===== config.mk =====
export PLATFORM = sky130hd
export DESIGN_NAME = mux_tree_pipe
export DESIGN_NICKNAME = d
export VERILOG_FILES = /design/src/rtl/mux_tree_pipe.sv
export SDC_FILE = /design/constraint.sdc
export NUM_CORES = 1
export LEC_CHECK = 0
export BUFFER_PORTS_ARGS = -buffer_cell sky130_fd_sc_hd__buf_2
export CORE_AREA = 2 2 209 211
export CTS_BUF_LIST = sky130_fd_sc_hd__clkbuf_16
export DETAILED_ROUTE_END_ITERATION = 6
export DIE_AREA = 0 0 211 213
export SLEW_MARGIN = 20
export SYNTH_ARGS = -nofsm -noshare
export SYNTH_HDL_FRONTEND = slang
export SYNTH_SLANG_ARGS = --single-unit

===== constraint.sdc =====
create_clock -name clk -period 2.95 [get_ports clk]
set_input_delay 0.885 -clock clk [delete_from_list [all_inputs] [get_ports clk]]
set_output_delay 0.885 -clock clk [all_outputs]
set_load 0.03 [all_outputs]

===== src/rtl/mux_tree_pipe.sv =====
// Pipelined N_IN:1 multiplexer tree, RADIX inputs merged per registered stage.
// Valid/ready flow control with bubble collapse; a select >= N_IN flags err and forces zero data.
module mux_tree_pipe #(
  parameter  int WIDTH      = 8,
  parameter  int N_IN       = 64,
  parameter  int RADIX      = 4,
  localparam int SEL_W      = (N_IN > 1) ? $clog2(N_IN) : 1,
  localparam int LOG_R      = (RADIX > 1) ? $clog2(RADIX) : 1,
  localparam int NUM_STAGES = (SEL_W + LOG_R - 1) / LOG_R
) (
  input  logic                  clk,
  input  logic                  rst_n,
  input  logic [N_IN*WIDTH-1:0] in_data,
  input  logic [SEL_W-1:0]      in_sel,
  input  logic                  in_valid,
  output logic                  in_ready,
  output logic [WIDTH-1:0]      out_data,
  output logic [SEL_W-1:0]      out_sel,
  output logic                  out_err,
  output logic                  out_valid,
  input  logic                  out_ready
);

  localparam int SEL_P = NUM_STAGES * LOG_R;
  localparam int N_PAD = RADIX ** NUM_STAGES;

  if (RADIX < 2 || (RADIX & (RADIX - 1)) != 0) begin : g_bad_radix
    $error("mux_tree_pipe: RADIX must be a power of 2 and at least 2");
  end
  if (N_IN < 2) begin : g_bad_n_in
    $error("mux_tree_pipe: N_IN must be at least 2");
  end

  logic                    sel_oob;
  logic [N_PAD*WIDTH-1:0]  leaf;
  logic [NUM_STAGES:0]     load;
  logic [NUM_STAGES-1:0]   vld;

  // Extra bit keeps the compare from wrapping when N_IN is a power of 2.
  assign sel_oob = {1'b0, in_sel} >= (SEL_W + 1)'(N_IN);
  // Leaves past N_IN are zero; an out-of-range beat carries all-zero data down the tree.
  assign leaf    = sel_oob ? '0 : (N_PAD * WIDTH)'(in_data);

  // A stage loads when empty or when the stage after it loads.
  always_comb begin
    load             = '0;
    load[NUM_STAGES] = out_ready;
    for (int k = NUM_STAGES - 1; k >= 0; k--) begin
      load[k] = !vld[k] || load[k + 1];
    end
  end

  assign in_ready = load[0];

  for (genvar k = 0; k < NUM_STAGES; k++) begin : g_stg
    localparam int N_OUT = N_PAD / (RADIX ** (k + 1));
    localparam int N_INP = N_OUT * RADIX;

    logic [N_INP*WIDTH-1:0] din;
    logic [SEL_W-1:0]       sel_in;
    logic                   err_in;
    logic                   vld_in;
    logic [LOG_R-1:0]       grp;
    logic [N_OUT*WIDTH-1:0] data_d, data_q;
    logic [SEL_W-1:0]       sel_d, sel_q;
    logic                   err_d, err_q;
    logic                   valid_d, valid_q;

    if (k == 0) begin : g_src
      assign din    = leaf;
      assign sel_in = in_sel;
      assign err_in = sel_oob;
      assign vld_in = in_valid;
    end else begin : g_src
      assign din    = g_stg[k-1].data_q;
      assign sel_in = g_stg[k-1].sel_q;
      assign err_in = g_stg[k-1].err_q;
      assign vld_in = g_stg[k-1].valid_q;
    end

    assign grp    = LOG_R'(SEL_P'(sel_in) >> (k * LOG_R));
    assign vld[k] = valid_q;

    always_comb begin
      data_d  = data_q;
      sel_d   = sel_q;
      err_d   = err_q;
      valid_d = valid_q;
      if (load[k]) begin
        valid_d = vld_in;
        if (vld_in) begin
          sel_d = sel_in;
          err_d = err_in;
          for (int j = 0; j < N_OUT; j++) begin
            data_d[j*WIDTH +: WIDTH] = din[(j*RADIX + int'(grp))*WIDTH +: WIDTH];
          end
        end
      end
    end

    always_ff @(posedge clk) begin
      if (rst_n) begin
        data_q  <= '0;
        sel_q   <= '0;
        err_q   <= 1'b0;
        valid_q <= 1'b0;
      end else begin
        data_q  <= data_d;
        sel_q   <= sel_d;
        err_q   <= err_d;
        valid_q <= valid_d;
      end
    end
  end

  assign out_data  = g_stg[NUM_STAGES-1].data_q;
  assign out_sel   = g_stg[NUM_STAGES-1].sel_q;
  assign out_err   = g_stg[NUM_STAGES-1].err_q;
  assign out_valid = g_stg[NUM_STAGES-1].valid_q;

endmodule


==> summary.txt, run 1 <==
Placed design
  – Post-DP HPWL: 30,700 um
  – Routability congestion estimate from global placement: roughly 0.89
  – PortBufs: roughly 540

Die
  – Die Y: ~210 um
  – Rows: 76
  – Top Ports: approximately 540
  – CORE AREA: ~43,000 um^2
  – Initial core utilization: 0.236
  – DIE WIDTH: 211 um
  – Die ar.: approximately 45,000 um^2

Timing
  – Minimum clock period: between 2 and 3 ns
  – Slew HR: 0.517
  – Max-slew violations: 0
  – Period utilization: 0.895
  – Worst Max-Slew Pin Slew: between 0.7 and 0.8 ns
  – Fin. Hold Viols: 0
  – Worst clock skew: between 0.01 and 0.015 ns
  – FMAX: 379 MHz
  – RSZ-0062 raised after global routing: false
  – Final setup fails: 0
  – Setup TNS: 0 ns

Synth
  – Cell Area, Synth: approximately 10,000 um^2
  – Area contributors post-synth: dfxtp_1, mux4_2, a22o_1
  – Register area share after synthesis: 0.375
  – Ys Warns: 0
  – Post-synth top cells: dfxtp_1, mux4_2, a22o_1
  – Number of synthesized flops with an enable pin: 0
  – Most frequent cell after synthesis: dfxtp_1
  – Post-synth ARST share: 0
  – Syn Area/Cell: 14.5 um^2
  – Cells after Synth: 697
  – Area fraction of the dominant cell type after synthesis: 0.375
  – Seq cells post-synth: 189
  – Largest area contributor in the netlist: dfxtp_1
  – Post-Syn Nets: ~1,200
  – Number of unique standard cell types used by synthesis: 22
  – Primary FF master, synth: dfxtp_1

Clock tree
  – Cts bufs inserted: 17
  – Post-cts sizing count: 0
  – Worst-case clock buffer depth: 2
  – Insertion delay to the later sink of the worst-skew pair: about 0.44 ns
  – CTS Hold Bufs: 0
  – Clk pin slew, worst setup/hold paths: roughly 0.080 ns
  – Postcts setup bufs: 0
  – CTS sink cnt: between 150 and 200
  – Clock root cell: clkbuf_16
  – CTS tree: built
  – # H-tree levels: 4

Drt
  – Met1 Routed Length: around 16,000 um
  – # DRC: 0
  – Highest metal used: met5
  – DR vias: 8,709
  – Final wirelength: about 38,000 um
  – ANT nets after route: 0
  – Drt first pass iters: 4
  – Iter 0 DRT Violations: approximately 500
  – Metal3 WL: just under 2000 um
  – Met2 Wirelength: ~19,000 um
  – Wire length per cell: around 21 um
  – Vias/cell: 4.95

Worst hold path
  – Worst Hold Class: reg -> reg

Worst setup path
  – Setup CP Type: reg -> out
  – Crit start category: flip-flop
  – Worst EP required: approximately 2.1 ns
  – Critical Path AT: 1.75 ns
  – Crit end category: output pin
  – CP Max Fanout: 18

Flow run
  – Max_cap viols: 0

Layout
  – Layout Nets: 1,720
  – Layout cells sized above 1: 0.639
  – Area Overhead vs Synth: 37.2%
  – Fillers: between 4,000 and 5,000

Global route
  – Overall track demand over capacity in global routing: 0.164
  – Number of global-route vias before repair: a little under 9,000
  – First-pass GRT wire length: between 50,000 and 60,000 um
  – Largest net degree at the start of global routing: ~80
  – Grt total ovfl: 0
  – Initial antenna violation count: 8

Pwr
  – Lkg Pwr: 5.91 nW
  – VDD IR max: about 0.37 mV
  – Total power: roughly 6.4 mW
  – PD cells: 461 nW/um^2

Run status
  – Run status: finished clean
[critical path, stage by stage (launching register included)]
cell,delay (ns)
dfxtp_1,0.66
and4b_1,0.39
inv_6,0.07
buf_2,0.19
[flip-flops by register name, indices dropped and copies added (netlist names)]
register	cells
g_stg.data_q	160
out_valid	1
out_sel	6
out_data	8
g_stg.sel_q	12
g_stg.valid_q	2
[worst paths after layout]
path / slack, ns / startpoint / cells past startpoint / endpoint
worst min-delay path: 0.47 / out_sel[1]$_SDFFE_PP0P_ / 2 / out_sel[1]$_SDFFE_PP0P_
worst min register to register: 0.47 / out_sel[1]$_SDFFE_PP0P_ / 2 / out_sel[1]$_SDFFE_PP0P_
worst max register to register: 0.96 / g_stg[1].valid_q$_SDFFE_PP0P_ / 5 / g_stg[0].data_q[50]$_SDFFE_PP0P_
worst max-delay path: 0.31 / g_stg[1].valid_q$_SDFFE_PP0P_ / 3 / in_ready
[through the flow]
step | instance area (um^2) | hold WS (ns) | worst slack (ns) | std cells | util
finish | 13800 | 0.473 | 0.311 | 1759 | 0.324
global route | 13800 | 0.488 | 0.187 | 1759 | 0.324
CTS | 13800 | 0.475 | 0.284 | 1756 | 0.323
detailed placement | 13200 | 0.460 | 0.440 | 1724 | 0.310
global placement | 13200 | 0.455 | 0.426 | 1724 | 0.310
floorplan | 10100 | 0.437 | 0.752 | 697 | -
[logic make-up (layout without fill, tap and decap cells)]
logic type,after synthesis,after routing,share of synthesized area
AOI/OAI and AO/OA,217,217,0.168
DFF,189,189,0.375
muxes,168,168,0.375
buffers and inverters,89,603,0.0616
and+or+nand+nor,33,33,0.0187
other,1,3,0.000372
[cell usage in the layout, fill, tap and decap left out]
master      instances
buf_12             10
clkbuf_8            1
mux4_2            168
nor2b_1             1
clkinv_4            1
buf_2             535
inv_8               5
inv_1               3
nor3_4              2
nand2b_1            1
dfxtp_4             1
diode_2             2
a21oi_2             1
a22o_1            160
nand3b_1            1
dfxtp_1           187
inv_12              1
and4b_1             1
nand3_1            26
clkinv_8            1
o21ai_0            26
buf_6               2
dfxtp_2             1
buf_4              19
inv_6               7
a21oi_1            29
conb_1              1
clkbuf_16          17
clkinvlp_4          1
and3b_1             1
a21oi_4             1
[power by group]
| group | leakage (nW) | internal, mW | switching (mW) |
|---|---|---|---|
| registers | 1.55 | 2.71 | 0.117 |
| logic | 4.07 | 0.747 | 0.489 |
| clock network | 0.285 | 1.15 | 1.17 |
[final cells by class]
class / count / area, um^2 / area share
timing repair buffer: 567 / 3060 / 0.221
inverter: 4 / 20.0 / 0.00145
sequential: 189 / 3790 / 0.274
antenna: 2 / 5.00 / 0.000362
clock buffer: 17 / 425 / 0.0308
tap: 546 / 683 / 0.0494
multi-input combinational: 419 / 5690 / 0.412
clock inverter: 15 / 158 / 0.0114
[routing by layer]
layer / vias to the layer above / GRT usage
met2: 367 / 0.278
li1: 3970 / -
met5: - / 0
met3: 28 / 0.0331
met4: 4 / 0.0342
met1: 4340 / 0.215
Power figures use the tool's default switching activity.
==> run 2, diff against run 1 <==
--- a/constraint.sdc
+++ b/constraint.sdc
@@ -3,2 +3,2 @@
 set_output_delay 0.885 -clock clk [all_outputs]
-set_load 0.03 [all_outputs]
+set_load 0.02 [all_outputs]
==> summary.txt, run 2 (synthesis gave the netlist of run 1 again) <==
Layout
  – Top reg by flops: g_stg.data_q
  – Area Overhead vs Synth: 36.4%
  – Most frequent cells in the layout: buf_2, dfxtp_1, mux4_2
  – Layout cells sized above 1: 0.636 (-0.00331)
  – Layout Cells excl Fill: 1,747 (-0.68%)
  – Core Util, Final: 0.322 (-0.00179)
  – Number of flip-flops in the largest register: 160 (unchanged)
  – Commonest non-fill, non-tap cell in the layout: buf_2
  – Fillers: 4,311 (+0.87%)
  – Layout Nets: 1,709 (-0.64%)
  – Final instance area: 13,800 um^2 (-0.55%)

Placed design
  – Routability congestion estimate from global placement: 0.869 (-2.8%)
  – Post-DP HPWL: 30,400 um (-0.94%)
  – Pre-CTS setup slack: 0.452 ns (+0.0111 ns)
  – Cell Area, Placed: 13,100 um^2 (-0.72%)
  – Placed Instances: 1,713 (-0.64%)
  – PortBufs: 537 (unchanged)

Worst setup path
  – R2r endpoint: g_stg[0].data_q[74]$_SDFFE_PP0P_
  – RR Startpoint: g_stg[1].valid_q$_SDFFE_PP0P_
  – Setup crit start: g_stg[1].valid_q$_SDFFE_PP0P_
  – Crit path capture: in_ready
  – CP Max Fanout: 18 (unchanged)
  – Setup CP Type: reg -> out
  – Critical Path AT: 1.70 ns (-0.05 ns)
  – Worst EP required: 2.07 ns (about the same)
  – Reg-to-reg slack, setup: 0.99 ns (+0.03 ns)
  – Slowest cell on crit path: dfxtp_1
  – R2R cell count: 5 (unchanged)
  – Crit start category: flip-flop
  – Cells along the critical path: and4b_1 -> inv_6 -> buf_2
  – Crit end category: output pin
  – Crit path largest cell delay: 0.64 ns (-0.02 ns)

Timing
  – PnR worst setup slack: 0.361 ns (+0.0504 ns)
  – FMAX: 386 MHz (+1.9%)
  – Period utilization: 0.878 (-0.0171)
  – Minimum clock period: 2.59 ns (-0.0504 ns)
  – Slew HR: 0.479 (-0.0381)
  – Fin. Hold Viols: 0 (unchanged)
  – RSZ-0062 raised after global routing: false
  – Max-slew violations: 0 (unchanged)
  – Final setup fails: 0 (unchanged)
  – Worst Max-Slew Pin Slew: 0.782 ns (+0.0596 ns)
  – Worst clock skew: 0.00777 ns (-0.00517 ns)
  – Setup TNS: 0 ns (unchanged)
  – Worst hold margin: 0.473 ns (+0.000137 ns)

Clock tree
  – Postcts setup bufs: 0 (unchanged)
  – Post-cts sizing count: 0 (unchanged)
  – CTS sink cnt: 189 (unchanged)
  – CTS tree: built
  – Cts bufs inserted: 17 (unchanged)
  – Insertion delay to the later sink of the worst-skew pair: 0.44 ns (about the same)
  – CTS Hold Bufs: 0 (unchanged)
  – Clk pin slew, worst setup/hold paths: 0.08 ns (about the same)
  – Clock root cell: clkbuf_16
  – Worst-case clock buffer depth: 2 (unchanged)
  – # H-tree levels: 4 (unchanged)

Drt
  – Iter 0 DRT Violations: 463 (-7.8%)
  – Vias/cell: 4.90 (-1.1%)
  – Wire length per cell: 21.5 um (+0.43%)
  – DR vias: 8,555 (-1.8%)
  – ANT nets after route: 0 (unchanged)
  – Drt first pass iters: 4 (unchanged)
  – # DRC: 0 (unchanged)
  – Final wirelength: 37,500 um (-0.26%)

Die
  – DIE WIDTH: 211 um (unchanged)
  – Die Y: 213 um (unchanged)
  – Rows: 76 (unchanged)
  – Die ar.: 44,900 um^2 (unchanged)
  – Top Ports: 539 (unchanged)
  – CORE AREA: 42,700 um^2 (unchanged)
  – Initial core utilization: 0.236 (unchanged)

Global route
  – First-pass GRT wire length: 54,700 um (+0.69%)
  – Grt total ovfl: 0 (unchanged)
  – Number of global-route vias before repair: 8,936 (+0.84%)
  – Overall track demand over capacity in global routing: 0.164 (+0.000308)
  – Largest net degree at the start of global routing: 78 (unchanged)
  – Initial antenna violation count: 6 (-2)

Pwr
  – PD cells: 465 nW/um^2 (+0.77%)
  – Total power: 6.39 mW (+0.21%)
  – VDD IR max: 0.320 mV (-13%)
  – Lkg Pwr: 5.86 nW (-0.90%)

Run status
  – Run status: finished clean

Worst hold path
  – Worst Hold Class: reg -> reg

Flow run
  – Max_cap viols: 0 (unchanged)
-- run 2: worst max-delay path, delay by kind of cell, from the launching register on --
| family | cells | cell delay [ns] |
|---|---|---|
| DFF | 1 | 0.64 |
| buffers and inverters | 2 | 0.24 |
| and+or+nand+nor | 1 | 0.38 |
-- run 2: how the worst min path moves through the flow --
stage | from | to | slack, ns | cells after the start
final | g_stg[0].data_q[80]$_SDFFE_PP0P_ | g_stg[0].data_q[80]$_SDFFE_PP0P_ | 0.47 | 1
after global routing | g_stg[0].data_q[113]$_SDFFE_PP0P_ | g_stg[0].data_q[113]$_SDFFE_PP0P_ | 0.49 | 1
after CTS | out_data[5]$_SDFFE_PP0P_ | out_data[5]$_SDFFE_PP0P_ | 0.48 | 2
after detailed placement | g_stg[1].data_q[30]$_SDFFE_PP0P_ | g_stg[1].data_q[30]$_SDFFE_PP0P_ | 0.46 | 1
after global placement | g_stg[0].data_q[82]$_SDFFE_PP0P_ | g_stg[0].data_q[82]$_SDFFE_PP0P_ | 0.46 | 1
after floorplan | g_stg[1].data_q[30]$_SDFFE_PP0P_ | g_stg[1].data_q[30]$_SDFFE_PP0P_ | 0.44 | 1
-- run 2: metal layers --
metal / track usage / wire length, um / vias up
met3: 0.0360 / 2040 / 23
met1: 0.214 / 15900 / 4259
met5: 0 / 19 / -
li1: - / - / 3942
met4: 0.0323 / 390 / 4
met2: 0.280 / 19100 / 327
-- run 2: where the power goes --
group	internal, mW	switching (mW)	total, mW
Clock	1.21	1.14	2.36
Sequential	2.71	0.129	2.84
Combinational	0.736	0.466	1.20
-- run 2: cell type report --
class,count,area (um^2),share of cell area
clock inverter,15,175,0.0127
antenna,1,2.50,0.000182
tap,546,683,0.0497
sequential,189,3790,0.276
inverter,4,20.0,0.00146
clock buffer,17,425,0.0309
multi-input combinational,419,5690,0.414
timing repair buffer,556,2970,0.216
==> run 3, diff against run 2 <==
- ABC_AREA: not set -> 1
- CORE_AREA: 2 2 209 211 -> 2 2 245 187
- DIE_AREA: 0 0 211 213 -> 0 0 247 189
- HOLD_SLACK_MARGIN: not set -> 0.12
==> summary.txt, run 3 <==
Clock tree
  – Postcts setup bufs: 0 (unchanged)
  – # H-tree levels: 4 (unchanged)
  – Cts bufs inserted: 17 (unchanged)
  – Worst-case clock buffer depth: 2 (unchanged)
  – CTS tree: built
  – CTS Hold Bufs: 0 (unchanged)
  – Clk pin slew, worst setup/hold paths: 0.07 ns (about the same)
  – Post-cts sizing count: 0 (unchanged)
  – Insertion delay to the later sink of the worst-skew pair: 0.44 ns (about the same)
  – CTS sink cnt: 189 (unchanged)
  – Clock root cell: clkbuf_16

Drt
  – ANT nets after route: 0 (unchanged)
  – DR vias: 17,000 (+98%)
  – Wire length per cell: 12.2 um (-43%)
  – # DRC: 0 (unchanged)
  – Final wirelength: 48,500 um (+29%)
  – Drt first pass iters: 5 (+1)
  – Iter 0 DRT Violations: 877 (+89%)
  – Vias/cell: 4.25 (-13%)

Synth
  – Cell Area, Synth: 14,900 um^2 (+47%)
  – Post-Syn Nets: 3,482 (+190%)
  – Primary FF master, synth: dfxtp_1
  – Post-synth top cells: nand2_1, inv_1, nor2_1
  – Post-synth ARST share: 0 (unchanged)
  – Syn Area/Cell: 5.02 um^2 (-65%)
  – Area fraction of the dominant cell type after synthesis: 0.296 (-0.0797)
  – Seq cells post-synth: 189 (unchanged)
  – Register area share after synthesis: 0.255 (-0.121)
  – Number of unique standard cell types used by synthesis: 18 (-18%)
  – Cells after Synth: 2,960 (+320%)
  – Largest area contributor in the netlist: nand2_1
  – Number of synthesized flops with an enable pin: 0 (unchanged)
  – Ys Warns: 0 (unchanged)
  – Area contributors post-synth: nand2_1, dfxtp_1, inv_1
  – Most frequent cell after synthesis: nand2_1

Die
  – Die ar.: 46,700 um^2 (+3.9%)
  – Rows: 67 (-12%)
  – Die Y: 189 um (-11%)
  – DIE WIDTH: 247 um (+17%)
  – Top Ports: 539 (unchanged)
  – CORE AREA: 44,200 um^2 (+3.5%)
  – Initial core utilization: 0.336 (+0.100)

Timing
  – Fin. Hold Viols: 0 (unchanged)
  – Minimum clock period: 2.25 ns (-0.336 ns)
  – Worst Max-Slew Pin Slew: 0.763 ns (-0.0189 ns)
  – Setup TNS: 0 ns (unchanged)
  – Period utilization: 0.764 (-0.114)
  – Slew HR: 0.490 (+0.0118)
  – FMAX: 444 MHz (+15%)
  – Final setup fails: 0 (unchanged)
  – Max-slew violations: 0 (unchanged)
  – RSZ-0062 raised after global routing: false
  – Worst clock skew: 0.0154 ns (+0.00765 ns)

Pwr
  – VDD IR max: 0.389 mV (+21%)
  – Clock share of power: 0.311 (-0.057)
  – Sequential fraction of design power: 0.401 (-0.043)
  – Net Sw Frac: 0.329 (+0.0569)
  – Lkg Pwr: 12.3 nW (+110%)
  – PD cells: 376 nW/um^2 (-19%)
  – NetSw: 2.29 mW (+32%)
  – P_int: 4.68 mW (+0.53%)
  – Combinational share of power: 0.287 (+0.099)

Worst hold path
  – Hold Path Depth: 2 (+1)
  – Hold Path Origin: g_stg[1].sel_q[1]$_SDFFE_PP0P_
  – Worst Hold Class: reg -> reg
  – Hold Path End: g_stg[1].sel_q[1]$_SDFFE_PP0P_

Worst setup path
  – Reg-to-reg slack, setup: 1.18 ns (+0.19 ns)
  – CP Max Fanout: 4 (-14)
  – Crit start category: input port
  – Crit end category: output pin
  – Worst EP required: 2.07 ns (about the same)
  – Critical Path AT: 1.37 ns (-0.33 ns)
  – R2r endpoint: g_stg[0].data_q[51]$_SDFFE_PP0P_
  – RR Startpoint: out_valid$_SDFFE_PP0P_
  – Setup CP Type: in -> out
  – Setup crit start: out_ready
  – R2R cell count: 7 (+2)

Placed design
  – PortBufs: 537 (unchanged)
  – Cell Area, Placed: 18,000 um^2 (+37%)
  – Routability congestion estimate from global placement: 0.828 (-4.7%)
  – Post-DP HPWL: 36,400 um (+20%)
  – Placed Instances: 3,959 (+130%)

Layout
  – Number of flip-flops in the largest register: 160 (unchanged)
  – Area Overhead vs Synth: 24.9%
  – Most frequent cells in the layout: nand2_1, inv_1, buf_2
  – Final instance area: 18,600 um^2 (+35%)
  – Layout cells sized above 1: 0.183 (-0.453)
  – Commonest non-fill, non-tap cell in the layout: nand2_1
  – Layout Cells excl Fill: 3,990 (+130%)
  – Top reg by flops: g_stg.data_q
  – Layout Nets: 3,914 (+130%)

Global route
  – Number of global-route vias before repair: 15,500 (+73%)
  – Met3 Use GR: 0.0346 (-0.00145)
  – Initial antenna violation count: 1 (-5)
  – Overall track demand over capacity in global routing: 0.201 (+0.0372)
  – First-pass GRT wire length: 76,200 um (+39%)
  – Grt total ovfl: 0 (unchanged)
  – Met2 usage: 0.327 (+0.0477)
  – Largest net degree at the start of global routing: 96 (+23%)
  – GR Layer Usage met1: 0.276 (+0.0618)
  – Top Usage Layer GRT: met2

Flow run
  – Max_cap viols: 0 (unchanged)

Run status
  – Run status: finished clean
-- run 3: worst max path at each step --
stage                                            end  cells past startpoint  slack [ns]
floorplan                                   in_ready                      3        0.66
global placement    g_stg[0].data_q[54]$_SDFFE_PP0P_                      9        0.61
detailed placement  g_stg[0].data_q[51]$_SDFFE_PP0P_                      9        0.56
CTS                                         in_ready                      4        0.69
global route                                in_ready                      4        0.63
finish                                      in_ready                      4        0.70
-- run 3: critical path, cell delays in order --
cell and delay [ns]:
buf_2 0.11, inv_2 0.08, nand4_1 0.10, buf_2 0.19
-- run 3: layer usage --
metal / vias up / routed length (um)
li1: 9277 / -
met1: 7222 / 23900
met2: 415 / 21300
met3: 36 / 2590
met4: 0 / 794
met5: - / 0
-- run 3: cells by family after synthesis --
kind of cell / count (synthesis) / share of synthesized area
AND/OR/NAND/NOR: 1889 / 0.507
buffers and inverters: 861 / 0.230
flip-flops: 189 / 0.255
AO/OA/AOI/OAI: 20 / 0.00699
other: 1 / 0.000252
-- run 3: layout make-up --
type	count	area, um^2
diodes	2	5.00
clock buffers	17	425
clock inverters	12	100
fillers	5057	25600
inverters	691	2610
multi-input cells	1910	7660
flip-flops and latches	189	3790
well taps	586	733
repair buffers	583	3230
-- run 3: power groups by stage --
stage               sequential (mW)  combinational, mW  clock (mW)
global placement               2.85               2.02           0
CTS                            2.80               2.03        2.25
floorplan                      2.86               1.27           0
global route                   2.82               2.31        2.34
detailed placement             2.86               2.01           0
finish                         2.80               2.00        2.17
-- run 3: through the flow --
step	utilization	power [mW]	hold slack (ns)	worst slack, ns
detailed placement	0.408	4.87	0.473	0.563
global placement	0.408	4.87	0.472	0.615
CTS	0.420	7.07	0.491	0.685
global route	0.420	7.47	0.523	0.634
finish	0.420	6.97	0.486	0.697
floorplan	-	4.13	0.446	0.663
